## config.mk

```make
export PLATFORM = sky130hd
export DESIGN_NAME = mem_trace_lockstep_cmp
export DESIGN_NICKNAME = d
export VERILOG_FILES = /design/src/rtl/mem_trace_lockstep_cmp.sv
export SDC_FILE = /design/constraint.sdc
export NUM_CORES = 1
export LEC_CHECK = 0
export BUFFER_PORTS_ARGS = -buffer_cell sky130_fd_sc_hd__buf_2
export CORE_MARGIN = 2
export CORE_UTILIZATION = 34
export DETAILED_ROUTE_END_ITERATION = 7
export PLACE_DENSITY = 0.58
export SYNTH_ARGS = -nofsm -noshare
export SYNTH_HDL_FRONTEND = slang
export SYNTH_SLANG_ARGS = --single-unit
export TNS_END_PERCENT = 5
```

## constraint.sdc

```tcl
create_clock -name clock -period 27.1 [get_ports clock]
set_input_delay 4.065 -clock clock [delete_from_list [all_inputs] [get_ports clock]]
set_output_delay 4.065 -clock clock [all_outputs]
set_load 0.005 [all_outputs]
```

## src/rtl/mem_trace_lockstep_cmp.sv

```systemverilog
// Passive lockstep monitor: queues every accepted memory access per channel and compares
// the Nth access of each channel against the Nth access of channel 0.
module mem_trace_lockstep_cmp #(
  parameter int NUM_CH    = 2,
  parameter int ADDR_W    = 32,
  parameter int DATA_W    = 32,
  parameter int DEPTH     = 8,
  parameter int CMP_WDATA = 1
) (
  input  logic                            clock,
  input  logic                            reset,
  input  logic [NUM_CH-1:0]               ch_valid,
  input  logic [NUM_CH-1:0]               ch_ready,
  input  logic [NUM_CH-1:0]               ch_instr,
  input  logic [NUM_CH*ADDR_W-1:0]        ch_addr,
  input  logic [NUM_CH*DATA_W-1:0]        ch_wdata,
  input  logic [NUM_CH*(DATA_W/8)-1:0]    ch_wstrb,
  output logic                            mismatch,
  output logic [$clog2(NUM_CH)-1:0]       mismatch_ch,
  output logic [31:0]                     mismatch_idx,
  output logic                            overflow,
  output logic [31:0]                     cmp_count,
  output logic                            busy
);

  localparam int STRB_W = DATA_W / 8;
  localparam int PTR_W  = $clog2(DEPTH);
  localparam int OCC_W  = $clog2(DEPTH + 1);
  localparam int CH_W   = $clog2(NUM_CH);
  localparam int KEY_W  = 1 + ADDR_W;
  localparam int ENT_W  = KEY_W + STRB_W + DATA_W;

  typedef enum logic [1:0] {
    S_RUN      = 2'd0,
    S_MISMATCH = 2'd1,
    S_OVERFLOW = 2'd2
  } state_t;

  state_t            state;
  logic [ENT_W-1:0]  mem     [NUM_CH][DEPTH];
  logic [PTR_W-1:0]  rd_ptr  [NUM_CH];
  logic [PTR_W-1:0]  wr_ptr  [NUM_CH];
  logic [OCC_W-1:0]  occ     [NUM_CH];
  logic [OCC_W-1:0]  occ_next[NUM_CH];
  logic [ENT_W-1:0]  wr_entry[NUM_CH];
  logic [ENT_W-1:0]  head    [NUM_CH];

  logic [NUM_CH-1:0] push;
  logic [NUM_CH-1:0] write;
  logic [NUM_CH-1:0] nonempty;
  logic [NUM_CH-1:0] full;
  logic [NUM_CH-1:0] drop;
  logic [NUM_CH-1:0] differ;
  logic              run;
  logic              pop;
  logic              any_diff;
  logic              any_drop;
  logic              busy_next;
  logic [CH_W-1:0]   diff_ch;

  // Bytes not enabled by the strobe carry no meaning and must never cause a divergence.
  function automatic logic [DATA_W-1:0] mask_bytes(input logic [DATA_W-1:0] d,
                                                   input logic [STRB_W-1:0] s);
    logic [DATA_W-1:0] m;
    for (int b = 0; b < STRB_W; b++) m[b*8 +: 8] = d[b*8 +: 8] & {8{s[b]}};
    return m;
  endfunction

  function automatic logic entry_eq(input logic [ENT_W-1:0] x, input logic [ENT_W-1:0] y);
    if (CMP_WDATA != 0) return x == y;
    return x[ENT_W-1 -: KEY_W] == y[ENT_W-1 -: KEY_W];
  endfunction

  always_comb begin
    run = (state == S_RUN);
    for (int k = 0; k < NUM_CH; k++) begin
      nonempty[k] = (occ[k] != '0);
      full[k]     = (occ[k] == OCC_W'(DEPTH));
      head[k]     = mem[k][rd_ptr[k]];
      wr_entry[k] = {ch_instr[k], ch_addr[k*ADDR_W +: ADDR_W], ch_wstrb[k*STRB_W +: STRB_W],
                     mask_bytes(ch_wdata[k*DATA_W +: DATA_W], ch_wstrb[k*STRB_W +: STRB_W])};
    end
    // Heads pop together only when every queue holds an entry as of the last edge.
    pop = run && (&nonempty);
    for (int k = 0; k < NUM_CH; k++) begin
      push[k]     = run && ch_valid[k] && ch_ready[k];
      drop[k]     = push[k] && full[k] && !pop;
      write[k]    = push[k] && !drop[k];
      differ[k]   = (k != 0) && !entry_eq(head[k], head[0]);
      occ_next[k] = occ[k] + OCC_W'(write[k]) - OCC_W'(pop);
    end
    any_diff = pop && (|differ);
    any_drop = |drop;
    diff_ch  = '0;
    for (int k = NUM_CH - 1; k >= 1; k--) begin
      if (differ[k]) diff_ch = CH_W'(k);
    end
    busy_next = 1'b0;
    for (int k = 0; k < NUM_CH; k++) busy_next = busy_next | (occ_next[k] != '0);
  end

  always_ff @(posedge clock) begin
    for (int k = 0; k < NUM_CH; k++) begin
      if (write[k]) mem[k][wr_ptr[k]] <= wr_entry[k];
    end
  end

  always_ff @(posedge clock) begin
    if (reset) begin
      state        <= S_RUN;
      mismatch     <= 1'b0;
      mismatch_ch  <= '0;
      mismatch_idx <= '0;
      overflow     <= 1'b0;
      cmp_count    <= '0;
      busy         <= 1'b0;
      for (int k = 0; k < NUM_CH; k++) begin
        rd_ptr[k] <= '0;
        wr_ptr[k] <= '0;
        occ[k]    <= '0;
      end
    end else if (run) begin
      for (int k = 0; k < NUM_CH; k++) begin
        if (pop)      rd_ptr[k] <= rd_ptr[k] + PTR_W'(1);
        if (write[k]) wr_ptr[k] <= wr_ptr[k] + PTR_W'(1);
        occ[k] <= occ_next[k];
      end
      busy <= busy_next;
      if (any_diff) begin
        state        <= S_MISMATCH;
        mismatch     <= 1'b1;
        mismatch_ch  <= diff_ch;
        mismatch_idx <= cmp_count;
      end else if (pop) begin
        cmp_count <= cmp_count + 32'd1;
      end
      // A divergence in the same cycle as a drop is the more useful diagnosis, so it owns the state.
      if (any_drop) begin
        overflow <= 1'b1;
        if (!any_diff) state <= S_OVERFLOW;
      end
    end
  end

  a_count_monotonic: assert property (@(posedge clock) disable iff (reset)
    (state == S_RUN) |=> ((cmp_count - $past(cmp_count)) <= 32'd1));

  for (genvar g = 0; g < NUM_CH; g++) begin : g_occ_chk
    a_occ_bound: assert property (@(posedge clock) disable iff (reset) occ[g] <= OCC_W'(DEPTH));
  end

  c_mismatch_reached: cover property (@(posedge clock) state == S_MISMATCH);

endmodule

```

; Word-level counts from Yosys, hierarchy flattened
; Memories as Yosys holds them, arrays and structs flattened.
; Cells that the tools add are included.
[totals]
register_bits = 70
ramBits = 1124
inputBits = 144
output_inout_bits = 68
wordCells = 116
n_memories = 4
[mem_list]
columns = memory, words, word_bits, rd, rd_clocked_by_memory_dff, wr, line
row1 = mem, 2, 552, 2, 0, 2, 40  ; logic [ENT_W-1:0] mem [NUM_CH][DEPTH];
row2 = occ, 2, 4, 2, 0, 2, 43  ; logic [OCC_W-1:0] occ [NUM_CH];
row3 = rd_ptr, 2, 3, 2, 0, 2, 41  ; logic [PTR_W-1:0] rd_ptr [NUM_CH];
row4 = wr_ptr, 2, 3, 2, 0, 2, 42  ; logic [PTR_W-1:0] wr_ptr [NUM_CH];
[classes]
add_sub_neg = 9
magnitude_cmp = 6
eq_ne = 3
mux = 39
n_bitwise = 20
reduce_logical = 28
[ops]
columns = cell, count
row1 = two-way mux 552 bit, 2
row2 = binary-select mux 69 bit (select 3 bit), 2
row3 = demux 69 bit (select 3 bit), 2
row4 = two-way mux 69 bit, 6
row5 = == test 69 bit, 1
row6 = AND 8 bit, 8
row7 = "adder 32 x 1 -> 32 bit, second input constant", 1
row8 = two-way mux 1 bit, 18
row9 = ">= comparator 4 bit, second input constant", 4
row10 = inverter 3 -> 4 bit, 4
row11 = nonzero test 4 bit, 4
row12 = logical AND 1 bit, 14
row13 = "adder 3 x 1 -> 3 bit, second input constant", 4
row14 = two-way mux 3 bit, 4
row15 = adder 4 x 1 -> 4 bit, 2
row16 = "== test 4 bit, second input constant", 2
row17 = "less-than comparator 4 x 1 -> 1 bit, second input constant", 2
row18 = two-way mux 4 bit, 2
row19 = subtractor 4 x 1 -> 4 bit, 2
row20 = OR 1 bit, 7
row21 = two-way mux 2 bit, 3
row22 = AND reduction 2 bit, 3
row23 = logical NOT 1 bit, 4
row24 = AND reduction 3 bit, 1
row25 = 3 further kinds, 3

; Logic depth before layout (Yosys ltp)
; Gate-level depths: netlist of the first run.
; An unclocked memory read counts as a cell.
[logic_depth]
ltp_word = 13
ltp_mapped = 17
mapped_depth_nobuf = 13

; Worst setup path after synthesis of the first run
; OpenSTA, ideal clock, no wires.
[synth_path]
kind = in2reg
from = input ch_valid[0]
to = memory mem[0][483] (netlist bit), enable pin
setup_time_ps = 668
t_arrival_ps = 10875
t_required_ps = 26432
slack_ps = 15557
path_stages = 2
n_path_buf = 0
path_cell_list = o2111ai_1 -> nor4_1
[synth_lines]
columns = element, line
row1 = start: declaration, 12  ; input logic [NUM_CH-1:0] ch_valid,
row2 = end: declaration, 40

==> impl_metrics.env, run 1 <==
export IMPL_critical_path_class="in -> reg"
export IMPL_async_flop_share=0
export IMPL_seqPwrFrac=0.426
export IMPL_skew_ps=45.54
export IMPL_pin_count=212
export IMPL_setup_worst_path_start_class="input pin"
export IMPL_r2r_start="rd_ptr[0][3]"
export IMPL_grt_pass1_wl_mm=160.0
export IMPL_p_switching_w=0.001415
export IMPL_crit_chain="buf_2, o2111ai_1, inv_1, nand2_1, nor2_4, buf_4"
export IMPL_cts_tree="done"
export IMPL_post_cts_buffers=0
export IMPL_grt_max_degree=141
export IMPL_startpoint="ch_valid[1]"
export IMPL_fin_total_pwr_w=0.004961
export IMPL_slew_violations=0
export IMPL_via_count=23450
export IMPL_required_ps=27410
export IMPL_slowest_stage="nor2_4"
export IMPL_wirelength_mm=109.4
export IMPL_cpLargestDelayFamily="buffers and inverters"
export IMPL_synth_edff_count=1124
export IMPL_status="finished clean"
export IMPL_cts_resized=0
export IMPL_yosys_warnings=0
export IMPL_finalHoldViolCount=0
export IMPL_switching_share=0.2852
export IMPL_yosysTopAreaCellShare=0.7072
export IMPL_nNetsFinal=2792
export IMPL_clkTransAtPathRegs_ps=60
export IMPL_antenna_found_initial=22
export IMPL_syn_area_um2=47730
export IMPL_dp_hpwl_mm=65.44
export IMPL_setup_tns_ps=0
export IMPL_drc=0
export IMPL_clk_path_buf_depth=3
export IMPL_hp_start="overflow"
export IMPL_worstPathMaxFanout=42
export IMPL_slew_headroom=0.1914
export IMPL_ys_types=53
export IMPL_p_leak_nw=17.47
export IMPL_crit_arrival_ps=6780
export IMPL_reg2reg_slack_ps=21590
export IMPL_start_util=0.3425
export IMPL_drtAntennaViolNets=0
export IMPL_worstReg2RegEnd="cmp_count[28]"
export IMPL_synth_ff_type="edfxtp_1"
export IMPL_htree_levels=3
export IMPL_root_buffer="clkbuf_16"
export IMPL_timing_critical_path_to="mem[0][579]"
export IMPL_fin_area_um2=54490
export IMPL_cap_violations=0
export IMPL_area_growth_synth_to_final_pct=14.16
export IMPL_setup_viol_count_final=0
export IMPL_yosys_top_cells_area="edfxtp_1 (71%), mux4_2 (13%), mux2i_1 (3.0%), dfxtp_1 (2.9%), xnor2_1 (1.1%)"
export IMPL_synthCells=2380
export IMPL_drt_initial_drc_count=2166
export IMPL_fmax_mhz=154.5
export IMPL_post_route_period_util=0.2388
export IMPL_cpPeakStageDelay_ps=840
export IMPL_cts_hold_buf=0
export IMPL_rows=137
export IMPL_syn_num_nets=2543
export IMPL_die_area_um2=143400
export IMPL_drive_gt1_frac=0.2636
export IMPL_grt_usage=0.1510
export IMPL_critPathBufInv=3
export IMPL_end_kind="register"
export IMPL_core_area_um2=139400
export IMPL_cp_depth=6
export IMPL_fillers=12400
export IMPL_place_area_um2=50720
export IMPL_clkPwrFrac=0.319
export IMPL_port_buffers=211
export IMPL_rr_worst_depth=11
export IMPL_timing_final_crit_period_ps=6472
export IMPL_avgSynthCellArea_um2=20.05
export IMPL_cts_sinks=1194
export IMPL_pwr_share_comb=0.254
export IMPL_clk_latency_ps=720
export IMPL_pwr_density_cell_nw_per_um2=91.05
export IMPL_yosysSeqAreaShare=0.7366
export IMPL_die_w_um=378.7
export IMPL_synth_top_area_cell="edfxtp_1"
export IMPL_grt_ovfl_total=0
export IMPL_hold_class="reg -> reg"
export IMPL_first_global_vias=24110
export IMPL_ys_ff_latch=1194
export IMPL_dr_pass1_iters=7
export IMPL_p_int_w=0.003546
export IMPL_die_y_um=378.7
export IMPL_vias_per_cell=5.096
export IMPL_tightest_slew_ps=1200
export IMPL_gp_congestion=0.7569
export IMPL_cts_buffers=119
export IMPL_rsz0062_at_grt="no"
export IMPL_wl_per_cell_um=23.78
export IMPL_vdd_drop_max_mv=0.07246
flip-flops by register name (all words and copies together) (netlist names):
name and count:
rd_ptr 6, overflow 1, cmp_count 32, mismatch_idx 32, state 2, wr_ptr 6
occ 8, busy 1, mismatch_ch 1, mismatch 1, mem 1104
metal layers:
layer / wire, um / vias up / share of wire / GRT usage
met4: 2122 / 26 / 0.019 / 0.03909
met3: 6309 / 167 / 0.058 / 0.02714
met1: 47880 / 12350 / 0.44 / 0.2068
met5: 162 / - / 0.0015 / 0
li1: - / 10290 / - / -
met2: 52930 / 620 / 0.48 / 0.2485
logic make-up after synthesis:
kind of cell    share of synthesized area
simple gates                      0.04963
flops                              0.7366
compound gates                    0.01547
fa+ha+maj                        0.005296
xor+xnor                          0.01413
buf+inv                           0.02087
mux                                0.1581
through the flow:
step / setup WS (ps) / instances / hold WS (ps) / util
finish: 20630 / 4601 / 464.6 / 0.3910
global route: 20460 / 4600 / 499.3 / 0.3910
CTS: 20660 / 4600 / 463.1 / 0.3910
detailed placement: 19910 / 4384 / 452.7 / 0.3640
global placement: 19940 / 4384 / 435.8 / 0.3640
floorplan: 15560 / 2380 / 435.9 / -
cells in the mapped netlist, types with 3 or more instances:
library cell  count
nor2b_1           4
or4_1            23
o21ai_0           5
edfxtp_1       1124
and3_1           35
a32oi_1          32
buf_4            27
mux4_1            3
o31ai_1          22
nor4_2            3
nor3_1           17
and2_1           69
buf_12            4
nor2_1           42
buf_6            23
a21oi_1          26
buf_2            18
nor4_1           13
xor2_1           17
xnor2_1          60
inv_1            27
or2_2             6
nand2_1          83
or4b_1           32
buf_8             3
clkbuf_1         49
a221oi_1          6
nand3_1          48
mux4_2          266
nand2b_1         11
ha_1             17
buf_1             6
mux2i_1         145
dfxtp_1          70
nand4_1          21
worst min-delay path by stage:
stage	end	slack, ps	depth (start not counted)
final	overflow	460	2
after global routing	overflow	500	2
after CTS	overflow	460	2
after detailed placement	overflow	450	2
after global placement	overflow	440	2
after floorplan	state[1]	440	2
placed cells by master (no fill, tap or decap), types with 6 or more instances in the layout:
cell type and n:
a32oi_1 32, nor4_1 11, xor2_1 17, xnor2_1 60
nand2b_1 11, nor2_1 36, or4_1 23, nor3_1 9
nand4_1 21, inv_1 26, mux2i_1 145, a221oi_1 6
clkinv_1 32, clkinv_2 21, and3_1 35, o31ai_1 22
bufinv_16 9, dfxtp_1 70, nand3_1 48, nor3_2 8
buf_2 211, ha_1 17, and2_1 69, a21oi_1 26
clkbuf_1 20, mux4_2 266, buf_4 46, clkbuf_16 122
or2_2 6, edfxtp_1 1124, or4b_1 32, nor2_4 6
nand2_1 83
worst reg2reg max path, stage by stage, from the launching register on:
cell      delay, ps
edfxtp_1        420
buf_4           730
buf_4           730
mux4_2          600
mux2i_1         390
xnor2_1         200
nand4_1         100
nor4_1          700
nand4_1         170
buf_4           440
nor4_1          570
mux2_1          370
layout make-up:
cell class / instances / area [um^2] / area share
multi-input combinational: 1027 / 11670 / 0.2143
clock buffer: 142 / 3128 / 0.05741
tap: 1876 / 2347 / 0.04308
inverter: 28 / 105.1 / 0.001929
clock inverter: 74 / 634.4 / 0.01164
timing repair buffer: 259 / 1441 / 0.02645
sequential: 1194 / 35150 / 0.6452
antenna: 1 / 2.502 / 0.00004593
power by group through the flow:
stage	clock network [W]	registers, W	logic [W]
finish	0.00158	0.00212	0.00126
global route	0.00169	0.00212	0.00137
CTS	0.00162	0.00212	0.00129
detailed placement	0	0.00215	0.00129
global placement	0	0.00215	0.00127
floorplan	0	0.00216	0.000962
Note: power is estimated with default switching activity, not from simulation.
==> run 2: changes to the inputs <==
- clock period: 27.1 -> 6.5 ns (I/O delays scaled with it)
==> impl_metrics.env, run 2 (synthesis gave the netlist of run 1 again) <==
export IMPL_fin_total_pwr_w=0.02092
export IMPL_pwr_density_cell_nw_per_um2=381.4
export IMPL_top_layer="met5"
export IMPL_drt_initial_drc_count=2008
export IMPL_core_area_um2=139400
export IMPL_place_area_um2=50980
export IMPL_dp_cells=4402
export IMPL_vias_per_cell=5.149
export IMPL_nNetsFinal=2808
export IMPL_p_int_w=0.01489
export IMPL_crit_arrival_ps=5810
export IMPL_finalHoldViolCount=0
export IMPL_pin_count=212
export IMPL_rr_worst_depth=13
export IMPL_via_count=23840
export IMPL_cts_hold_buf=0
export IMPL_layout_commonest_cell="edfxtp_1"
export IMPL_start_util=0.3425
export IMPL_wl_met1_mm=48.11
export IMPL_timing_final_crit_period_ps=5205
export IMPL_rsz0062_at_grt="no"
export IMPL_clk_path_buf_depth=3
export IMPL_vdd_drop_max_mv=0.2642
export IMPL_slew_headroom=0.1196
export IMPL_setup_viol_count_final=0
export IMPL_cts_tree="done"
export IMPL_skew_ps=52.43
export IMPL_end_kind="register"
export IMPL_antenna_found_initial=34
export IMPL_first_global_vias=24450
export IMPL_fillers=12300
export IMPL_holdPathStages=2
export IMPL_clkPwrFrac=0.322
export IMPL_p_leak_nw=17.61
export IMPL_dp_hpwl_mm=68.44
export IMPL_post_cts_buffers=0
export IMPL_routed_wl_met3_mm=7.622
export IMPL_clkTransAtPathRegs_ps=60
export IMPL_gp_congestion=0.7487
export IMPL_setup_tns_ps=0
export IMPL_cts_buffers=117
export IMPL_clk_latency_ps=750
export IMPL_drtAntennaViolNets=0
export IMPL_cts_resized=0
export IMPL_grt_max_degree=86
export IMPL_holdWs_ps=463.4
export IMPL_die_y_um=378.7
export IMPL_grt_ovfl_total=0
export IMPL_cts_sinks=1194
export IMPL_p_switching_w=0.006026
export IMPL_htree_levels=3
export IMPL_rows=137
export IMPL_fin_area_um2=54850
export IMPL_worstPathMaxFanout=65
export IMPL_status="finished clean"
export IMPL_wl_per_cell_um=24.64
export IMPL_seqCellArea_um2=35150
export IMPL_largest_reg_flops=1104
export IMPL_cap_violations=0
export IMPL_post_route_period_util=0.8007
export IMPL_setup_worst_path_start_class="register"
export IMPL_grt_usage=0.1575
export IMPL_critical_path_class="reg -> reg"
export IMPL_drive_gt1_frac=0.2707
export IMPL_die_area_um2=143400
export IMPL_fmax_mhz=192.1
export IMPL_multiInputGateArea_um2=11680
export IMPL_die_w_um=378.7
export IMPL_switching_share=0.2880
export IMPL_required_ps=7110
export IMPL_dr_pass1_iters=5
export IMPL_seqPwrFrac=0.426
export IMPL_pwr_share_comb=0.252
export IMPL_wirelength_mm=114.1
export IMPL_slew_violations=0
export IMPL_port_buffers=211
export IMPL_wl_met2_mm=55.74
export IMPL_area_growth_synth_to_final_pct=14.93
export IMPL_final_cell_mix="edfxtp_1 (1124), mux4_2 (266), buf_2 (211), mux2i_1 (145), clkbuf_16 (117)"
export IMPL_grt_pass1_wl_mm=165.2
export IMPL_drc=0
export IMPL_tightest_slew_ps=1319
export IMPL_hold_class="reg -> reg"
export IMPL_root_buffer="clkbuf_16"
export IMPL_final_cells=4630
-- run 2: through the flow --
stage          utilization  worst slack (ps)
3_5_place_dp        0.3658              1338
5_1_grt             0.3934             820.1
3_3_place_gp        0.3658              1396
2_1_floorplan            -             -1952
6_report            0.3936              1295
4_1_cts             0.3934              1254
-- run 2: power groups by stage --
stage | clock [W] | combinational, W | sequential (W)
finish | 0.00674 | 0.00527 | 0.00891
global route | 0.00717 | 0.00567 | 0.00894
CTS | 0.00689 | 0.00536 | 0.00892
detailed placement | 0 | 0.00535 | 0.00908
global placement | 0 | 0.00529 | 0.00906
floorplan | 0 | 0.00401 | 0.00899
-- run 2: area by class of cell --
cell class	count	share of cell area
diodes	9	0.0004106
clock buffers	141	0.05502
clock inverters	78	0.01519
inverters	28	0.001916
multi-input cells	1027	0.2130
flip-flops and latches	1194	0.6409
well taps	1876	0.04279
repair buffers	277	0.03079
-- run 2: final timing paths --
path / endpoint / slack, ps / startpoint
worst max-delay path: cmp_count[28] / 1300 / rd_ptr[0][0]
worst min-delay path: state[1] / 460 / state[1]
worst max register to register: cmp_count[28] / 1300 / rd_ptr[0][0]
worst min register to register: state[1] / 460 / state[1]
-- run 2: routing by layer --
layer,track usage,vias up
met3,0.02909,176
li1,-,10320
met1,0.2109,12590
met4,0.04525,22
met5,0,-
met2,0.2619,736
-- run 2: critical path: stages, from the launching register on --
cell,delay [ps]
edfxtp_1,720
buf_4,490
buf_4,350
mux4_2,530
mux2i_1,510
xor2_1,190
nor4_1,250
nand4_1,140
nor3_1,160
nand4_1,150
buf_4,320
buf_4,390
nor4_1,430
mux2_1,350
